<file path="config.mk">
export PLATFORM = sky130hd
export DESIGN_NAME = scanline_ctrl
export DESIGN_NICKNAME = d
export VERILOG_FILES = /design/src/rtl/scanline_ctrl.sv
export SDC_FILE = /design/constraint.sdc
export NUM_CORES = 1
export LEC_CHECK = 0
export ABC_AREA = 1
export ABC_CLOCK_PERIOD_IN_PS = 5600
export BUFFER_PORTS_ARGS = -buffer_cell sky130_fd_sc_hd__buf_2
export CORE_ASPECT_RATIO = 0.75
export CORE_UTILIZATION = 50
export DETAILED_ROUTE_END_ITERATION = 16
export GPL_TIMING_DRIVEN = 1
export PLACE_DENSITY_LB_ADDON = 0.15
export SLEW_MARGIN = 20
export SYNTH_ARGS = -nofsm -noshare
export SYNTH_HDL_FRONTEND = slang
export SYNTH_SLANG_ARGS = --single-unit
</file>
<file path="constraint.sdc">
create_clock -name VCLK_i -period 5.6 [get_ports VCLK_i]
set_clock_uncertainty 0.15 [all_clocks]
set_input_delay 0.56 -clock VCLK_i [delete_from_list [all_inputs] [get_ports VCLK_i]]
set_output_delay 0.56 -clock VCLK_i [all_outputs]
set_load 0.05 [all_outputs]
</file>
<file path="src/rtl/scanline_ctrl.sv">
// Frame/line sequencer for the scanline stage: shadows config at frame start and tracks vertical phase.
// Latency: commit is visible 2 cycles after VSYNC goes active; a new line position is visible 2 cycles after DE falls.
// Backpressure: none; this block follows the video timing and never stalls it.
module scanline_ctrl #(
  parameter bit VSYNC_ACT_HIGH = 1'b0,
  parameter int LCNT_W         = 11
) (
  input  logic              VCLK_i,
  input  logic              nVRST_i,
  input  logic              VSYNC_i,
  input  logic              DE_i,
  input  logic              cfg_sl_en_i,
  input  logic [7:0]        cfg_thickness_i,
  input  logic [7:0]        cfg_softening_i,
  input  logic [7:0]        cfg_strength_i,
  input  logic [4:0]        cfg_bloom_i,
  input  logic [9:0]        cfg_vinc_i,
  input  logic [7:0]        cfg_voffset_i,
  output logic              sl_en_o,
  output logic [7:0]        sl_thickness_o,
  output logic [7:0]        sl_edge_softening_o,
  output logic [7:0]        sl_strength_o,
  output logic [4:0]        sl_bloom_o,
  output logic [7:0]        sl_rel_pos_o,
  output logic [LCNT_W-1:0] line_cnt_o,
  output logic              cfg_commit_o
);

  typedef enum logic {ST_WAIT, ST_RUN} state_t;

  state_t              r_state, w_state_nxt;
  logic                r_vs_act, r_de;
  logic                r_commit, r_pos_upd;
  logic                r_en;
  logic [7:0]          r_thick, r_soft, r_strength;
  logic [4:0]          r_bloom;
  // Only the fractional part of vinc matters because the integer carry is dropped,
  // so bit 9 is used solely to recognise the zero value.
  logic [8:0]          r_vinc;
  logic [7:0]          r_acc;
  logic [7:0]          r_pos;
  logic [LCNT_W-1:0]   r_line_cnt;

  logic                w_vs_act, w_vs_start, w_de_fall, w_advance;
  logic [7:0]          w_thick_s, w_soft_s;
  logic [8:0]          w_vinc_s;

  assign w_vs_act   = (VSYNC_i == VSYNC_ACT_HIGH);
  assign w_vs_start = w_vs_act & ~r_vs_act;
  assign w_de_fall  = r_de & ~DE_i;
  // A commit in the same cycle as a line end wins; the line advance is dropped.
  assign w_advance  = w_de_fall & (r_state == ST_RUN) & ~r_commit;

  // Register VSYNC (as active level) and DE once for edge detection; VSYNC starts "active" so a held level never commits.
  always_ff @(posedge VCLK_i or negedge nVRST_i) begin
    if (!nVRST_i) begin
      r_vs_act <= 1'b1;
      r_de     <= 1'b0;
    end else begin
      r_vs_act <= w_vs_act;
      r_de     <= DE_i;
    end
  end

  // FSM state register.
  always_ff @(posedge VCLK_i or negedge nVRST_i) begin
    if (!nVRST_i) r_state <= ST_WAIT;
    else          r_state <= w_state_nxt;
  end

  // FSM next state and enable gating; RUN is only left through reset.
  always_comb begin
    w_state_nxt = r_state;
    sl_en_o     = 1'b0;
    case (r_state)
      ST_WAIT: if (w_vs_start) w_state_nxt = ST_RUN;
      ST_RUN:  sl_en_o = r_en;
      default: w_state_nxt = ST_WAIT;
    endcase
  end

  // Sanitise raw settings on their way into the shadows.
  always_comb begin
    w_thick_s = (cfg_thickness_i > 8'h40) ? 8'h40 : cfg_thickness_i;
    w_soft_s  = 8'h08;
    case (cfg_softening_i)
      8'h80, 8'h40, 8'h20, 8'h10, 8'h08: w_soft_s = cfg_softening_i;
      default:                           w_soft_s = 8'h08;
    endcase
    w_vinc_s  = (cfg_vinc_i == 10'd0) ? 9'h100 : cfg_vinc_i[8:0];
  end

  // Commit pulse one cycle after the VSYNC edge, and the position-refresh pulse one cycle after a line advance.
  always_ff @(posedge VCLK_i or negedge nVRST_i) begin
    if (!nVRST_i) begin
      r_commit  <= 1'b0;
      r_pos_upd <= 1'b0;
    end else begin
      r_commit  <= w_vs_start;
      r_pos_upd <= w_advance;
    end
  end

  // Shadow registers: loaded only in the commit cycle so a frame never mixes settings.
  always_ff @(posedge VCLK_i or negedge nVRST_i) begin
    if (!nVRST_i) begin
      r_en       <= 1'b0;
      r_thick    <= 8'h00;
      r_soft     <= 8'h08;
      r_strength <= 8'h00;
      r_bloom    <= 5'h00;
      r_vinc     <= 9'h000;
    end else if (r_commit) begin
      r_en       <= cfg_sl_en_i;
      r_thick    <= w_thick_s;
      r_soft     <= w_soft_s;
      r_strength <= cfg_strength_i;
      r_bloom    <= cfg_bloom_i;
      r_vinc     <= w_vinc_s;
    end
  end

  // Phase accumulator, line counter and line-centre position.
  always_ff @(posedge VCLK_i or negedge nVRST_i) begin
    if (!nVRST_i) begin
      r_acc      <= 8'h00;
      r_pos      <= 8'h80;
      r_line_cnt <= '0;
    end else if (r_commit) begin
      r_acc      <= cfg_voffset_i;
      r_pos      <= cfg_voffset_i + w_vinc_s[8:1];
      r_line_cnt <= '0;
    end else begin
      if (w_advance) begin
        r_acc <= r_acc + r_vinc[7:0];
        if (r_line_cnt != {LCNT_W{1'b1}}) r_line_cnt <= r_line_cnt + LCNT_W'(1);
      end
      if (r_pos_upd) r_pos <= r_acc + r_vinc[8:1];
    end
  end

  assign sl_thickness_o      = r_thick;
  assign sl_edge_softening_o = r_soft;
  assign sl_strength_o       = r_strength;
  assign sl_bloom_o          = r_bloom;
  assign sl_rel_pos_o        = r_pos;
  assign line_cnt_o          = r_line_cnt;
  assign cfg_commit_o        = r_commit;

endmodule
</file>
==> flow_summary.yaml <==
yosys:
  synth-compound-area-share: 0.09661
  postSynth.topFlopCell: "sky130_fd_sc_hd__dfrtp_1"
  post_synth_num_cell_types: 38
  synthMuxAreaShare: 0
  synth.top_cell.area_share: 0.4266
  synth-adder-area-share: 0.08407
  post_synth_inst_count: 505
  yosys.area_share.xor_xnor: 0.03074
  share_of_async_settable_or_async_resettable_flops_after_synthesis: 1.000
  ys.warnings.count: 0
  synth_top_cells_by_area: "sky130_fd_sc_hd__dfrtp_1, sky130_fd_sc_hd__nand2_1, sky130_fd_sc_hd__ha_1, sky130_fd_sc_hd__nand3_1, sky130_fd_sc_hd__inv_1"
  synth-seq-cells: 71
  synth_sequential_area_ratio: 0.4464
  postSynthAreaPerCell_sq_um: 7.899
  synth_top_family_by_area: "simple AND/OR/NAND/NOR gates"
  synthMostInstantiatedCell: "sky130_fd_sc_hd__nand2_1"
  synthTopCellsByCount: "sky130_fd_sc_hd__nand2_1, sky130_fd_sc_hd__dfrtp_1, sky130_fd_sc_hd__inv_1, sky130_fd_sc_hd__nor2_1, sky130_fd_sc_hd__nand3_1"
  cell_taking_the_most_area_after_synthesis: "sky130_fd_sc_hd__dfrtp_1"
  mappedNetlistNets: 582
  syn_area_sq_um: 3989
  synth_edf_count: 0
  post_synth_and_or_nand_nor_area_fraction: 0.2785
global_routing:
  antenna_found_initial: 0
  grt_max_degree: 72
  globalRouteTotalUtil: 0.2433
  grt_pass1_wl_mm: 15.75
  grt-ovfl-total: 0
  grt_pass1_vias: 3333
finish:
  design.final.nets: 677
  layout.core_utilization: 0.6325
  drive_gt1_frac: 0.2264
  final.fill_count: 706
  areaGrowthSynthToFinish_pct: 19.45
  antenna_cells: 0
status:
  status: "completed"
cts:
  numCtsBuffers: 9
  cts.path.max_buffers: 2
  cts_tree: "yes"
  tritoncts_num_sinks: 71
  cts_repair_resize_count: 0
  ctsRootBufferMaster: "sky130_fd_sc_hd__clkbuf_8"
  clock_latency_ns: 0.35
  cts.clk_slew.worst_paths_ns: 0.08
  post_cts_hold_buffer_count: 0
  cts_setup_buffers: 0
  htreeDepth: 3
drt:
  avgRoutedWirePerCell_um: 13.53
  detail-route-antenna-nets: 0
  drtPass1Iterations: 4
  remaining_drc_errors: 0
  routed_wire_length_mm: 9.554
  route.detailed.vias_per_inst: 5.075
  num_vias: 3583
  drtIter0Drc: 203
timing:
  min_period_over_period: 0.4240
  rsz0062_at_grt: "no"
  finalSetupViolCount: 0
  hold_viol_final: 0
  fin_hold_ws_ns: 0.1861
  max_freq_mhz: 421.1
  final_period_minus_worst_setup_slack_ns: 2.374
  setup_total_negative_slack_ns: 0
  number_of_max_slew_violations_in_the_final_report: 0
  worst_relative_slew_slack: 0.3981
  worst_pin_slew_ns: 0.9029
critical_path:
  worstRegToRegCells: 10
  register_to_register_setup_slack_ns: 3.55
  worstSetupEndpointType: "output pin"
  timing.rr.end: "r_acc[6]"
  startpoint_type: "register"
  regToRegStartpoint: "r_acc[0]"
  timing_worst_setup_path_type: "register to output pin"
  cp-startpoint: "cfg_commit_o"
  worstPathMaxFanout: 62
  critical_path_arrival_ns: 1.66
  crit_required_ns: 4.89
place:
  gp_congestion: 0.7891
  hpwlAfterDp_mm: 6.921
  io_buffers: 101
floorplanning:
  core_region_area_sq_um: 7533
  top_level_ports: 102
  die-height_um: 79.35
  floorplan.initialDensity: 0.5295
  die-width_um: 105.1
  floorplan.die_area_sq_um: 8342
  std_cell_rows: 27
worst_hold_path:
  min-delay-start: "VSYNC_i"
  holdCritPathClass: "input port to register"
  hold_path_end: "r_vs_act"
  worstHoldPathCells: 2
power:
  cellPowerDensity_nw_per_um2: 340.1
  power.ir.vdd_worst_v: 0.0001966
  p_leak_nw: 2.580
flow_run:
  max_cap_viol_count: 0
[critical path, stage by stage, from the launching register on]
cell and delay, ns:
sky130_fd_sc_hd__dfrtp_2 0.37, sky130_fd_sc_hd__buf_4 0.54, sky130_fd_sc_hd__buf_2 0.38
[cell type report]
cell class              instances  area [sq um]  share of cell area
multi-input cells             367          1954              0.4102
clock buffers                   9         123.9             0.02600
inverters                      48         180.2             0.03782
well taps                     101         126.4             0.02652
clock inverters                 7         77.57             0.01628
flip-flops and latches         71          1782              0.3739
repair buffers                103         520.5              0.1092
[per-stage QoR]
step	std cells	instance area [sq um]	power [W]	setup WS, ns
after floorplan	505	3989	0.001055	3.466
after global placement	690	4563	0.001196	3.440
after detailed placement	690	4563	0.001208	3.406
after CTS	706	4765	0.001634	3.196
after global routing	706	4765	0.001726	3.108
final	706	4765	0.001621	3.226
[power by group]
part	leakage, nW	switching (W)	total (W)	internal (W)
clock	0.101	0.000209	0.000419	0.000210
combinational	1.59	0.000392	0.000567	0.000176
sequential	0.892	0.0000525	0.000634	0.000581
total	2.58	0.000653	0.00162	0.000968
[state kept, by name, summed over array words and instances (netlist names)]
signal,count
sl_strength_o,8
sl_rel_pos_o,8
r_vinc,9
r_state,1
sl_bloom_o,5
sl_edge_softening_o,8
sl_thickness_o,8
r_vs_act,1
cfg_commit_o,1
r_de,1
r_pos_upd,1
r_en,1
r_acc,8
line_cnt_o,11
[per-layer routing]
layer / track usage / vias up / wire, um
li1: - / 1812 / -
met1: 0.3317 / 1651 / 4715
met5: 0 / - / 0
met3: 0.08621 / 10 / 759
met2: 0.3629 / 110 / 3988
met4: 0.07606 / 0 / 90
[cell usage in the layout (no fill, tap or decap), drive strengths merged, types with 4 or more instances in the layout]
master	instances
o211ai	4
nand3	36
o21ai	18
xnor2	4
o31ai	6
a21oi	20
dfrtp	68
ha	22
nand2	174
nor2	45
buf	103
xor2	10
clkbuf	9
inv	51
[cells by family (layout without fill, tap and decap cells)]
| family | count (synthesis) | in the layout |
|---|---|---|
| simple gates | 266 | 266 |
| fa+ha+maj | 25 | 25 |
| buf+inv | 67 | 167 |
| flops | 71 | 71 |
| compound gates | 62 | 62 |
| xor+xnor | 14 | 14 |
[worst max path at each step]
| stage | end | slack [ns] |
|---|---|---|
| after floorplan | line_cnt_o[4] | 3.47 |
| after global placement | sl_rel_pos_o[6] | 3.44 |
| after detailed placement | sl_rel_pos_o[6] | 3.41 |
| after CTS | cfg_commit_o | 3.20 |
| after global routing | cfg_commit_o | 3.11 |
| final | cfg_commit_o | 3.23 |
(Power assumes the default switching activity.)
